<file path="config.mk">
export PLATFORM = sky130hd
export DESIGN_NAME = imem_loader
export DESIGN_NICKNAME = d
export VERILOG_FILES = /design/src/rtl/imem_loader.sv
export SDC_FILE = /design/constraint.sdc
export NUM_CORES = 1
export LEC_CHECK = 0
export ABC_AREA = 0
export BUFFER_PORTS_ARGS = -buffer_cell sky130_fd_sc_hd__buf_2
export CAP_MARGIN = 10
export CELL_PAD_IN_SITES_DETAIL_PLACEMENT = 0
export CELL_PAD_IN_SITES_GLOBAL_PLACEMENT = 2
export CORE_ASPECT_RATIO = 0.7
export CORE_MARGIN = 2
export CORE_UTILIZATION = 31
export CTS_BUF_LIST = sky130_fd_sc_hd__clkbuf_4
export CTS_CLUSTER_SIZE = 25
export DETAILED_ROUTE_END_ITERATION = 12
export GPL_TIMING_DRIVEN = 1
export PLACE_DENSITY_LB_ADDON = 0.1
export SETUP_SLACK_MARGIN = 0.5
export SYNTH_ARGS = -nofsm -noshare
export SYNTH_HDL_FRONTEND = slang
export SYNTH_SLANG_ARGS = --single-unit
</file>
<file path="constraint.sdc">
create_clock -name clk -period 4.2 [get_ports clk]
set_input_delay 0 -clock clk [delete_from_list [all_inputs] [get_ports clk]]
set_output_delay 0 -clock clk [all_outputs]
set_load 0.005 [all_outputs]
</file>
<file path="src/rtl/imem_loader.sv">
// Write-side sequencer for the shift-loaded instruction memory: takes DEPTH words over
// valid/ready, drives shift_enable/new_value, then flags done once the image is visible.
// Optional running-XOR checksum port is enabled by defining IMEM_LOADER_CHECKSUM_EN.
module imem_loader #(
  parameter int DEPTH = 64,
  parameter int WIDTH = 16,
  parameter int CNT_W = 7
) (
  input  logic             clk,
  input  logic             rst,
  input  logic             start,
  input  logic             abort,
  input  logic             in_valid,
  output logic             in_ready,
  input  logic [WIDTH-1:0] in_data,
  output logic             shift_enable,
  output logic [WIDTH-1:0] new_value,
  output logic             busy,
  output logic             done,
  output logic [CNT_W-1:0] word_count
`ifdef IMEM_LOADER_CHECKSUM_EN
  ,
  output logic [WIDTH-1:0] checksum
`endif
);

  typedef enum logic [1:0] {
    IDLE  = 2'd0,
    LOAD  = 2'd1,
    DRAIN = 2'd2,
    DONE  = 2'd3
  } state_t;

  state_t           state, state_next;
  logic             drain_cnt, drain_cnt_next;
  logic             shift_next;
  logic [WIDTH-1:0] new_value_next;
  logic [CNT_W-1:0] word_count_next;
  logic [CNT_W-1:0] count_inc;
  logic             handshake;

  // A word arriving together with abort is not counted: the load is being cancelled.
  assign in_ready  = (state == LOAD);
  assign handshake = in_ready && in_valid && !abort;
  assign busy      = (state == LOAD) || (state == DRAIN);
  assign done      = (state == DONE);
  assign count_inc = word_count + 1'b1;

`ifdef IMEM_LOADER_CHECKSUM_EN
  logic [WIDTH-1:0] checksum_next;
`endif

  always_ff @(posedge clk or posedge rst) begin
    if (rst) begin
      state        <= IDLE;
      drain_cnt    <= 1'b0;
      shift_enable <= 1'b0;
      new_value    <= '0;
      word_count   <= '0;
    end else begin
      state        <= state_next;
      drain_cnt    <= drain_cnt_next;
      shift_enable <= shift_next;
      new_value    <= new_value_next;
      word_count   <= word_count_next;
    end
  end

`ifdef IMEM_LOADER_CHECKSUM_EN
  always_ff @(posedge clk or posedge rst) begin
    if (rst) begin
      checksum <= '0;
    end else begin
      checksum <= checksum_next;
    end
  end
`endif

  always_comb begin
    state_next      = state;
    drain_cnt_next  = drain_cnt;
    shift_next      = 1'b0;
    new_value_next  = new_value;
    word_count_next = word_count;
`ifdef IMEM_LOADER_CHECKSUM_EN
    checksum_next   = checksum;
`endif

    case (state)
      IDLE, DONE: begin
        if (abort) begin
          state_next = IDLE;
        end else if (start) begin
          state_next      = LOAD;
          word_count_next = '0;
`ifdef IMEM_LOADER_CHECKSUM_EN
          checksum_next   = '0;
`endif
        end
      end

      LOAD: begin
        if (abort) begin
          state_next = IDLE;
        end else if (handshake) begin
          word_count_next = count_inc;
          shift_next      = 1'b1;
          new_value_next  = in_data;
`ifdef IMEM_LOADER_CHECKSUM_EN
          checksum_next   = checksum ^ in_data;
`endif
          if (count_inc == CNT_W'(DEPTH)) begin
            state_next     = DRAIN;
            drain_cnt_next = 1'b0;
          end
        end
      end

      DRAIN: begin
        // First cycle: last shift lands in the array; second: memory output register updates.
        if (abort) begin
          state_next = IDLE;
        end else if (drain_cnt) begin
          state_next = DONE;
        end else begin
          drain_cnt_next = 1'b1;
        end
      end

      default: state_next = IDLE;
    endcase
  end

endmodule

</file>
# Word level (Yosys, flattened, before mapping)
# Cells that the tools add are included.
dict set report totals {
  ff_bits 27
  in_bits 21
  word_cells 54
}
dict set report classes {
  add_sub_neg 1
  n_eq_ne 14
  n_mux 21
  bitwise_logic 1
  reduce_logical 12
}
# operator count
set ops {}
lappend ops {{$mux W7} 4}
lappend ops {{$mux W2} 7}
lappend ops {{$pmux W7 S2} 1}
lappend ops {{$reduce_and A5 Y1} 2}
lappend ops {{$ne A2 B2 Y1 const B} 4}
lappend ops {{$add A7 B1 Y7 const B} 1}
lappend ops {{$eq A7 B7 Y1 const B} 1}
lappend ops {{$mux W1} 7}
lappend ops {{$ne A3 B2 Y1 const B} 2}
lappend ops {{$ne A3 B3 Y1 const B} 2}
lappend ops {{$pmux W2 S3} 1}
lappend ops {{$eq A2 B2 Y1 const B} 2}
lappend ops {{$ne A2 B1 Y1 const B} 2}
lappend ops {{$reduce_and A4 Y1} 1}
lappend ops {{$reduce_bool A2 Y1} 2}
lappend ops {{$reduce_and A3 Y1} 1}
lappend ops {{$eq A2 B1 Y1 const B} 1}
lappend ops {{$logic_and A1 B1 Y1} 2}
lappend ops {{$logic_not A2 Y1} 1}
lappend ops {{$pmux W1 S2} 1}
lappend ops {{$reduce_or A2 Y1} 1}
lappend ops {{$logic_not A1 Y1} 1}
lappend ops {{$logic_or A1 B1 Y1} 1}
lappend ops {{$not A1 Y1} 1}

# Depth between registers and ports, before layout
# Gate-level depths: netlist of the first run.
dict set report depth {
  depth_word 6
  mapped_depth 9
  ltp_nobuf 6
}

# Worst setup path before layout of the first run
# OpenSTA, ideal clock, no wires.
dict set report synth_path {
  path_kind {flip-flop to flip-flop}
  startpoint {reg state[0]}
  endpoint {reg word_count[3]}
  setup_ns 0.092
  arrival_time_ns 2.056
  slack_ns 2.052
  path_stages_with_launch 9
  period_less_slack_ns 2.148
  path_cell_list {dfrtp_1 > inv_1 > ha_1 > nor2b_1 > or4_4 > buf_6 > or2_0 > buf_2 > o31ai_2}
}
dict set report synth_via {
  elab_chain_cells 5
}
# element line_no
set synth_lines {}
lappend synth_lines {{from (decl)} 34} ;# state_t state, state_next;
lappend synth_lines {{from (signal assigned)} 61} ;# state <= state_next;
lappend synth_lines {{$eq A2 B1 Y1} {43, 89}}
lappend synth_lines {{$logic_and A1 B1 Y1 (2 in a row)} 44} ;# assign handshake = in_ready && in_valid && !abort;
lappend synth_lines {{$ne A2 B1 Y1 (no source line)} --}
lappend synth_lines {{$reduce_and A5 Y1 (no source line)} --}
lappend synth_lines {{to (signal assigned)} 65} ;# word_count <= word_count_next;
lappend synth_lines {{to (decl)} 20} ;# output logic [CNT_W-1:0] word_count
# Parallel ways exist; a longest one is shown, timed or not.
# A chain may end at the register's enable or synchronous reset.

# Worst setup path in the final report of the first run
dict set report layout_path {
  startpoint {reg state[1]}
  endpoint {reg new_value[7]}
}
dict set report layout_via {
  elab_chain_cells 4
}
# element line_no
set layout_lines {}
lappend layout_lines {{$eq A2 B1 Y1 *} {43, 89}}
lappend layout_lines {{$logic_and A1 B1 Y1 (2 in a row)} 44}
lappend layout_lines {{$reduce_and A3 Y1 (no source line) *} --}
lappend layout_lines {{to (signal assigned)} 64} ;# new_value <= new_value_next;
lappend layout_lines {{to (decl)} 17} ;# output logic [WIDTH-1:0] new_value,
# Mark *: on every way between the ends. The rest lies on a longest branch, timed or not.

==> impl_metrics.toml, run 1 <==
[job]
cap_viol_max_count = 0

[yosys]
synth_enable_flop_cells = 0
synth_area_um2 = 1371
synth-seq-area-share_pct = 49.27
post_synth_inst_count = 154
synth_most_common_cell = "sky130_fd_sc_hd__nand2_1"
synthArstFlopShare_pct = 100.0
synthFlopType = "sky130_fd_sc_hd__dfrtp_1"
most_frequent_cells_after_synthesis = "sky130_fd_sc_hd__nand2_1, sky130_fd_sc_hd__dfrtp_1, sky130_fd_sc_hd__nor2_1, sky130_fd_sc_hd__o21ai_1, sky130_fd_sc_hd__nand3_1"
synth_largest_type_area_fraction_pct = 49.27
post_synth_main_area_contributors = "sky130_fd_sc_hd__dfrtp_1, sky130_fd_sc_hd__nand2_1, sky130_fd_sc_hd__ha_1"
ys.warnings.count = 0
postSynthAreaPerCell_um2 = 8.905
count_of_unique_library_cells_instantiated_by_yosys = 35
synth_top_cell_by_area = "sky130_fd_sc_hd__dfrtp_1"
ys_ff_latch = 27
syn_nets = 179

[power_and_ir_drop]
power.internal_uw = 558.3
switchingPower_uw = 343.5
power_leakage_nw = 0.9717
cellPowerDensity_nw_per_um2 = 491.0
power_frac_comb_pct = 42.1
vdd.ir_drop.worst_mv = 0.1962
power.share.switching_pct = 38.09
clockPowerShare_pct = 12.8
power.share.sequential_pct = 45.1

[worst_setup_path]
path_common_cell = "sky130_fd_sc_hd__nand2_1"
cp-end-kind = "flop"
worst_ep_arrival_time_ns = 2.59
slowest_stage_cell_cp = "sky130_fd_sc_hd__clkinv_1"
r2r_setup_slack_ns = 1.84
critical_path.max_fanout = 17
reg2reg_to = "new_value[7]"
path_class = "flop to flop"
crit_path_max_incr_delay_ns = 0.61
cp-start-kind = "flop"
r2r.worst_path.cells = 6
crit_chain = "inv_1, ha_1, nand3b_1, clkinv_1, nand2_1, nand2_1"
crit_required_ns = 4.43
setup.worst_path.start = "state[1]"
rr_startpoint = "state[1]"

[clocking]
total_clock_buffers_created_by_cts = 3
clk_path_buf_depth = 2
cts.root.buffer_cell = "sky130_fd_sc_hd__clkbuf_4"
clock-sinks = 27
htree_num_levels = 1
cts.repair_timing.setup_buffer_count = 0
clkLatencyLatePin_ns = 0.33
clock_tree_from_tritoncts = "done"
ctsHoldBuffers = 17
quantity_of_gates_resized_following_cts = 0
clk_transition_reported_paths_ns = 0.14

[grt]
initial_antenna_violation_count = 0
pin_count_of_the_biggest_net_entering_global_routing = 28
grtUsageTotal_pct = 13.28
first_global_vias = 1144
grt_first_pass_wirelength_um = 5209
global_route.overflow_total = 0

[floorplanning]
die_width_um = 83.50
fp.dieArea_um2 = 4980
starting_density_of_the_core_pct = 31.86
boundaryPins = 48
die_h_um = 59.65
design.core.area_um2 = 4304
placementRows = 20

[layout]
n_fill_cell = 435
multi_input_area_um2 = 634.4
antenna_cells_inserted = 0
final_net_count = 242
post_route_cells_drive_above_1_share_pct = 26.39
area.growth.synth_to_final_pct = 33.94
finalNonFillerCells = 271
layout.cell_area.non_filler_um2 = 1837
area.sequential_um2 = 675.6

[placed_design]
post-place-cells = 250
placement.cell_area_um2 = 1637
detailedPlacementHpwl_um = 2329
place_congestion = 0.7650
placement.io_buffers = 47

[timing]
timing_hold_violations_final = 0
clock.fmax_ghz = 0.4246
min_period_ns = 2.355
rsz_0062_raised_after_global_routing = "no"
worst-slew-pin-transition_ns = 1.008
setup_tns_ns = 0
report.final.slew_viol_count = 0
min_period_over_period_pct = 56.08
report.final.setup_viol = 0
clock_skew_ns = 0.003616
slew_headroom_pct = 32.73

[worst_hold_path]
worstHoldPathType = "input port to flop"
min_delay_worst_endpoint = "drain_cnt"
hold_path_startpoint = "in_valid"
min_path_cells = 3

[routing]
route.detailed.wl_per_inst_um = 11.83
number_of_routed_nets_with_antenna_violations = 0
finalWirelength_um = 3206
drt_drc_violations_left = 0
detailroute.via_count = 1288
detailedRoute.firstIterationViolations = 52
drt_pre_antenna_iters = 4
vias_per_cell = 4.753

[run_status]
status = "complete, no violations"
## worst max-delay path: cells and delay by family (launching register included)
kind | cells | cell delay, ns
and+or+nand+nor | 3 | 0.85
buffers and inverters | 2 | 0.69
DFF | 1 | 0.40
adders and majority gates | 1 | 0.31
## power by group through the flow
stage | Sequential, mW | Combinational [mW] | Clock, mW
3_3_place_gp | 0.409 | 0.371 | 0
5_1_grt | 0.423 | 0.434 | 0.137
4_1_cts | 0.407 | 0.384 | 0.125
6_report | 0.407 | 0.379 | 0.115
2_1_floorplan | 0.418 | 0.231 | 0
3_5_place_dp | 0.413 | 0.371 | 0
## per-layer routing
layer,track usage (%),share of wire [%],vias up
met1,17.11,50,607
met4,4.147,0.31,0
met5,0,0,-
li1,-,-,649
met2,21.77,45,30
met3,4.178,5.1,2
## cells by family (layout without fill, tap and decap cells)
group | Yosys count | count (layout) | synth area share [%]
buffers and inverters | 12 | 74 | 4.470
DFF | 27 | 27 | 49.27
muxes | 1 | 1 | 0.7300
adders and majority gates | 4 | 4 | 3.650
AOI/OAI and AO/OA | 22 | 22 | 12.50
and+or+nand+nor | 88 | 88 | 29.38
## area by class of cell
type,instances,area share [%]
sequential,27,36.78
clock buffer,3,1.226
inverter,6,1.226
tap,55,3.747
timing repair buffer,64,22.07
multi-input combinational,115,34.54
clock inverter,1,0.4087
## flip-flops by register name, summed over array words and instances, names as in the netlist
register / cells
state: 2
shift_enable: 1
drain_cnt: 1
new_value: 16
word_count: 7
## how the worst max path moves through the flow
stage                    end  slack [ns]  cells after the start
5_1_grt         new_value[7]        1.61                      6
3_3_place_gp   new_value[14]        1.87                      6
4_1_cts         new_value[1]        1.81                      6
2_1_floorplan  word_count[3]        2.05                      8
3_5_place_dp    new_value[1]        1.84                      6
6_report        new_value[7]        1.84                      6
## placed cells by master (no fill, tap or decap), types with 2 or more instances in the layout
| master | instances |
|---|---|
| sky130_fd_sc_hd__nor2_1 | 8 |
| sky130_fd_sc_hd__nand2_1 | 53 |
| sky130_fd_sc_hd__nor3_1 | 4 |
| sky130_fd_sc_hd__a31oi_1 | 2 |
| sky130_fd_sc_hd__buf_2 | 47 |
| sky130_fd_sc_hd__nand3_1 | 5 |
| sky130_fd_sc_hd__dlygate4sd3_1 | 17 |
| sky130_fd_sc_hd__and3_1 | 4 |
| sky130_fd_sc_hd__nand2b_1 | 3 |
| sky130_fd_sc_hd__dfrtp_1 | 27 |
| sky130_fd_sc_hd__a2111o_1 | 2 |
| sky130_fd_sc_hd__ha_1 | 4 |
| sky130_fd_sc_hd__nand4_1 | 3 |
| sky130_fd_sc_hd__o21ai_1 | 7 |
| sky130_fd_sc_hd__clkinv_1 | 2 |
| sky130_fd_sc_hd__o31ai_2 | 2 |
| sky130_fd_sc_hd__nor2b_1 | 2 |
| sky130_fd_sc_hd__inv_1 | 4 |
| sky130_fd_sc_hd__clkbuf_4 | 3 |
## metrics by stage
stage	hold slack, ns	setup slack, ns	total power [mW]	utilization (%)
2_1_floorplan	0.05272	2.052	0.6493	-
3_3_place_gp	0.1889	1.871	0.7797	38.02
3_5_place_dp	0.1947	1.838	0.7836	38.02
4_1_cts	0.05499	1.814	0.9168	42.67
5_1_grt	0.07192	1.610	0.9940	42.67
6_report	0.06670	1.845	0.9018	42.67
Power figures use the tool's default switching activity.
==> run 2, diff against run 1 <==
CORE_UTILIZATION = 26   (was 31)
clock period = 2 ns   (was 4.2 ns; I/O delays follow)
==> impl_metrics.toml, run 2 (synthesized netlist as in run 1, its figures left out) <==
[run_status]
status = "complete, no violations"

[routing]
route.detailed.wl_per_inst_um = 12.54
detailroute.via_count = 1390
finalWirelength_um = 4014
number_of_routed_nets_with_antenna_violations = 0
drt_drc_violations_left = 0
vias_per_cell = 4.344
detailedRoute.firstIterationViolations = 50
drt_pre_antenna_iters = 4

[timing]
rsz_0062_raised_after_global_routing = "yes"
post-route-worst-setup-slack_ns = 0.08866
clock.fmax_ghz = 0.5232
report.final.setup_viol = 0
worst-slew-pin-transition_ns = 0.3602
slew_headroom_pct = 75.99
timing_hold_violations_final = 0
min_period_over_period_pct = 95.57
clock_skew_ns = 0.01746
report.final.slew_viol_count = 0
whs_ns = 0.06167
min_period_ns = 1.911

[clocking]
clkLatencyLatePin_ns = 0.33
clk_path_buf_depth = 2
htree_num_levels = 1
clock-sinks = 27
clock_tree_from_tritoncts = "done"
clk_transition_reported_paths_ns = 0.16
cts.root.buffer_cell = "sky130_fd_sc_hd__clkbuf_4"
total_clock_buffers_created_by_cts = 3

[floorplanning]
design.core.area_um2 = 5175
boundaryPins = 48
fp.dieArea_um2 = 5880
die_width_um = 90.80
starting_density_of_the_core_pct = 26.50
placementRows = 22
die_h_um = 64.76

[job]
cap_viol_max_count = 0

[worst_hold_path]
min_path_cells = 3
worstHoldPathType = "input port to flop"

[layout]
antenna_cells_inserted = 0
largest_register_ffs = 16
n_fill_cell = 542
post_route_cells_drive_above_1_share_pct = 44.76
final_net_count = 274
registers_with_the_most_flip_flops = "new_value: 16 flops, word_count: 7 flops, state: 2 flops"
layout.cells.most_common_list = "sky130_fd_sc_hd__nand2_1, sky130_fd_sc_hd__buf_2, sky130_fd_sc_hd__dfrtp_1"
layout.cells.most_common = "sky130_fd_sc_hd__nand2_1"
max_flop_register = "new_value"
area.growth.synth_to_final_pct = 66.79

[worst_setup_path]
setup.worst_path.start = "state[0]"
slowest_stage_cell_cp = "sky130_fd_sc_hd__or4_4"
worst_ep_arrival_time_ns = 2.17
timing.critical_path.max_delay_family = "simple AND/OR/NAND/NOR gates"
critical_path.max_fanout = 6
r2r.worst_path.cells = 6
cp-start-kind = "flop"
crit_path_max_incr_delay_ns = 0.47
path_class = "flop to flop"
critical_path_cell_count = 6
reg2reg_to = "word_count[3]"
critical_path_sink = "word_count[3]"
crit_required_ns = 2.26
r2r_setup_slack_ns = 0.09
crit_chain = "buf_4, ha_4, nor2b_4, or4_4, or2_4, o31ai_2"
cp-end-kind = "flop"
path_buf_inv = 1
rr_startpoint = "state[0]"

[grt]
grtUsageTotal_pct = 14.03
groute.layer.met2.usage_pct = 22.95
first_global_vias = 1352
use_met1_pct = 19.07
global_route.overflow_total = 0
pin_count_of_the_biggest_net_entering_global_routing = 28
grt_first_pass_wirelength_um = 6520
grt-busiest-layer = "met2"
grt_util_met3_pct = 3.140
initial_antenna_violation_count = 0

[power_and_ir_drop]
vdd.ir_drop.worst_mv = 0.3605
power_leakage_nw = 1.166
cellPowerDensity_nw_per_um2 = 1036

[placed_design]
placement.io_buffers = 47
detailedPlacementHpwl_um = 2513
place_congestion = 0.7508
preCtsSetupSlack_ns = -0.09892
-- run 2: power by group --
part | internal (mW) | switching (mW) | total, mW
logic | 0.674 | 0.602 | 1.28
clock network | 0.0764 | 0.170 | 0.247
registers | 0.737 | 0.110 | 0.847
total | 1.49 | 0.883 | 2.37
-- run 2: timing repair --
| item | CTS | global route |
|---|---|---|
| pin swaps | 8 | 3 |
| buffers inserted | 12 | 6 |
| gates resized for setup | 23 | 15 |
| endpoints found under the setup margin | 27 | 26 |
| hold buffers | 17 | 0 |
| gates cloned | 1 | 2 |
| endpoints found under the hold margin | 43 | 0 |
-- run 2: how the worst min path moves through the flow --
stage                     slack, ns            to      from
after floorplan                0.05     drain_cnt       rst
after global placement         0.08  shift_enable       rst
after detailed placement       0.09  shift_enable       rst
after CTS                      0.04     drain_cnt  in_valid
after global routing           0.04     drain_cnt  in_valid
final                          0.06     drain_cnt  in_valid
-- run 2: layer usage --
| layer | vias up | part of all wire, % |
|---|---|---|
| li1 | 716 | - |
| met1 | 642 | 50 |
| met2 | 30 | 45 |
| met3 | 2 | 3.8 |
| met4 | 0 | 0.87 |
| met5 | - | 0 |
-- run 2: layout make-up --
cell class                      instances  area (um^2)  share of cell area (%)
Clock buffer                            3        22.52                  0.9847
Clock inverter                          1        7.507                  0.3282
Inverter                                6        38.79                   1.696
Multi-Input combinational cell        115        759.5                   33.21
Sequential cell                        27        679.4                   29.70
Tap cell                               72        90.09                   3.939
Timing Repair Buffer                   94        669.4                   29.27
Timing Repair inverter                  2        20.02                  0.8753
-- run 2: metrics by stage --
| step | cells | area [um^2] | power, mW | setup TNS (ns) | utilization (%) |
|---|---|---|---|---|---|
| final | 320 | 2287 | 2.370 | 0 | 44.20 |
| after global placement | 278 | 1764 | 1.796 | -0.1342 | 34.09 |
| after detailed placement | 278 | 1764 | 1.806 | -0.3385 | 34.09 |
| after global routing | 320 | 2287 | 2.589 | 0 | 44.20 |
| after floorplan | 154 | 1408 | 1.394 | -0.3436 | - |
| after CTS | 312 | 2176 | 2.273 | 0 | 42.05 |
-- run 2: worst register-to-register path, stage by stage, from the launching register on --
cell and delay [ns]:
sky130_fd_sc_hd__dfrtp_1 0.42, sky130_fd_sc_hd__buf_4 0.16, sky130_fd_sc_hd__ha_4 0.17, sky130_fd_sc_hd__nor2b_4 0.13, sky130_fd_sc_hd__or4_4 0.47, sky130_fd_sc_hd__or2_4 0.29, sky130_fd_sc_hd__o31ai_2 0.22
==> run 3, diff against run 2 <==
CORE_ASPECT_RATIO = not set   (was 0.7)
==> impl_metrics.toml, run 3 (synthesized netlist as in run 1, its figures left out) <==
[run_status]
status = "complete, no violations"

[worst_setup_path]
crit_required_ns = 2.25
worst_ep_arrival_time_ns = 2.18
path_class = "flop to flop"
cp-end-kind = "flop"
critical_path.max_fanout = 6
cp-start-kind = "flop"

[layout]
area.growth.synth_to_final_pct = 52.74
layout.cells.most_common_list = "sky130_fd_sc_hd__nand2_1, sky130_fd_sc_hd__buf_2, sky130_fd_sc_hd__dfrtp_1"
max_flop_register = "new_value"
largest_register_ffs = 16
layout.cells.most_common = "sky130_fd_sc_hd__nand2_1"
registers_with_the_most_flip_flops = "new_value: 16 flops, word_count: 7 flops, state: 2 flops"
post_route_cells_drive_above_1_share_pct = 39.15
area.sequential_um2 = 675.6
multi_input_area_um2 = 725.7
final_net_count = 261
n_fill_cell = 523
antenna_cells_inserted = 0

[timing]
clock_skew_ns = 0.01046
setup_tns_ns = 0
timing_hold_violations_final = 0
min_period_over_period_pct = 96.77
report.final.slew_viol_count = 0
report.final.setup_viol = 0
whs_ns = 0.04877
min_period_ns = 1.935
clock.fmax_ghz = 0.5167
worst-slew-pin-transition_ns = 0.3998
slew_headroom_pct = 72.66
rsz_0062_raised_after_global_routing = "yes"

[power_and_ir_drop]
p_total_mw = 2.191
vdd.ir_drop.worst_mv = 0.3616
power_leakage_nw = 1.082
cellPowerDensity_nw_per_um2 = 1046

[grt]
global_route.overflow_total = 0
first_global_vias = 1366
pin_count_of_the_biggest_net_entering_global_routing = 28
initial_antenna_violation_count = 0
grt_first_pass_wirelength_um = 6541
grtUsageTotal_pct = 13.50

[clocking]
total_clock_buffers_created_by_cts = 3
htree_num_levels = 1
cts.root.buffer_cell = "sky130_fd_sc_hd__clkbuf_4"
clock_tree_from_tritoncts = "done"
clock-sinks = 27
clk_path_buf_depth = 2
clk_transition_reported_paths_ns = 0.16
clkLatencyLatePin_ns = 0.33

[floorplanning]
placementRows = 26
design.core.area_um2 = 5107
starting_density_of_the_core_pct = 26.85
die_width_um = 76.63
fp.dieArea_um2 = 5871
die_h_um = 76.63
boundaryPins = 48

[routing]
finalWirelength_um = 3850
vias_per_cell = 4.564
drt_pre_antenna_iters = 4
route.detailed.wl_per_inst_um = 12.62
detailroute.via_count = 1392
drt_drc_violations_left = 0
detailedRoute.firstIterationViolations = 46
number_of_routed_nets_with_antenna_violations = 0

[worst_hold_path]
worstHoldPathType = "input port to flop"

[placed_design]
place_congestion = 0.7686
placement.io_buffers = 47
detailedPlacementHpwl_um = 2597

[job]
cap_viol_max_count = 0
-- run 3: per-layer routing --
layer,global-route usage [%],vias up,wire (um)
met5,0,-,0
met1,17.70,672,1791
met2,23.10,32,1855
li1,-,686,-
met4,3.273,0,24
met3,2.370,2,179
-- run 3: final cells by class --
type                            instances  area share (%)
Inverter                                6           1.374
Sequential cell                        27           32.26
Multi-Input combinational cell        115           34.65
Clock inverter                          1          0.2389
Clock buffer                            3           1.075
Timing Repair Buffer                   83           26.22
Tap cell                               70           4.182
-- run 3: final timing paths --
kind,startpoint,to,slack [ns],cells past startpoint
max,state[0],word_count[6],0.06,6
min,in_valid,drain_cnt,0.05,3
max reg2reg,state[0],word_count[6],0.06,6
min reg2reg,new_value[5],new_value[5],0.48,2
max in group asynchronous,rst,new_value[8],1.48,4
min in group asynchronous,rst,shift_enable,0.25,4
-- run 3: per-stage QoR --
| step | util [%] | area, um^2 | cells | worst slack [ns] |
|---|---|---|---|---|
| after CTS | 39.66 | 2026 | 300 | 0.04818 |
| after detailed placement | 34.20 | 1747 | 274 | -0.1625 |
| final | 41.01 | 2095 | 305 | 0.06457 |
| after floorplan | - | 1408 | 154 | -0.09191 |
| after global placement | 34.20 | 1747 | 274 | -0.04038 |
| after global routing | 41.01 | 2095 | 305 | 0.02969 |
-- run 3: what timing repair did --
action / CTS / global route
resized for setup: 10 / 9
gates cloned: 0 / 1
hold buffers: 17 / 0
pin swaps: 8 / 2
hold endpoints to repair: 43 / 0
setup endpoints to repair: 10 / 26
buffers inserted: 5 / 4
-- run 3: worst max-delay path: stages (launching register included) --
cell,delay (ns)
sky130_fd_sc_hd__dfrtp_1,0.44
sky130_fd_sc_hd__inv_2,0.09
sky130_fd_sc_hd__ha_4,0.20
sky130_fd_sc_hd__nor2b_4,0.12
sky130_fd_sc_hd__or4_4,0.51
sky130_fd_sc_hd__or2_4,0.30
sky130_fd_sc_hd__o41ai_2,0.19
-- run 3: power by group --
part	internal [mW]	switching [mW]	total (mW)
Combinational	0.553	0.559	1.11
Clock	0.0749	0.169	0.244
Sequential	0.737	0.0993	0.836
Total	1.36	0.827	2.19
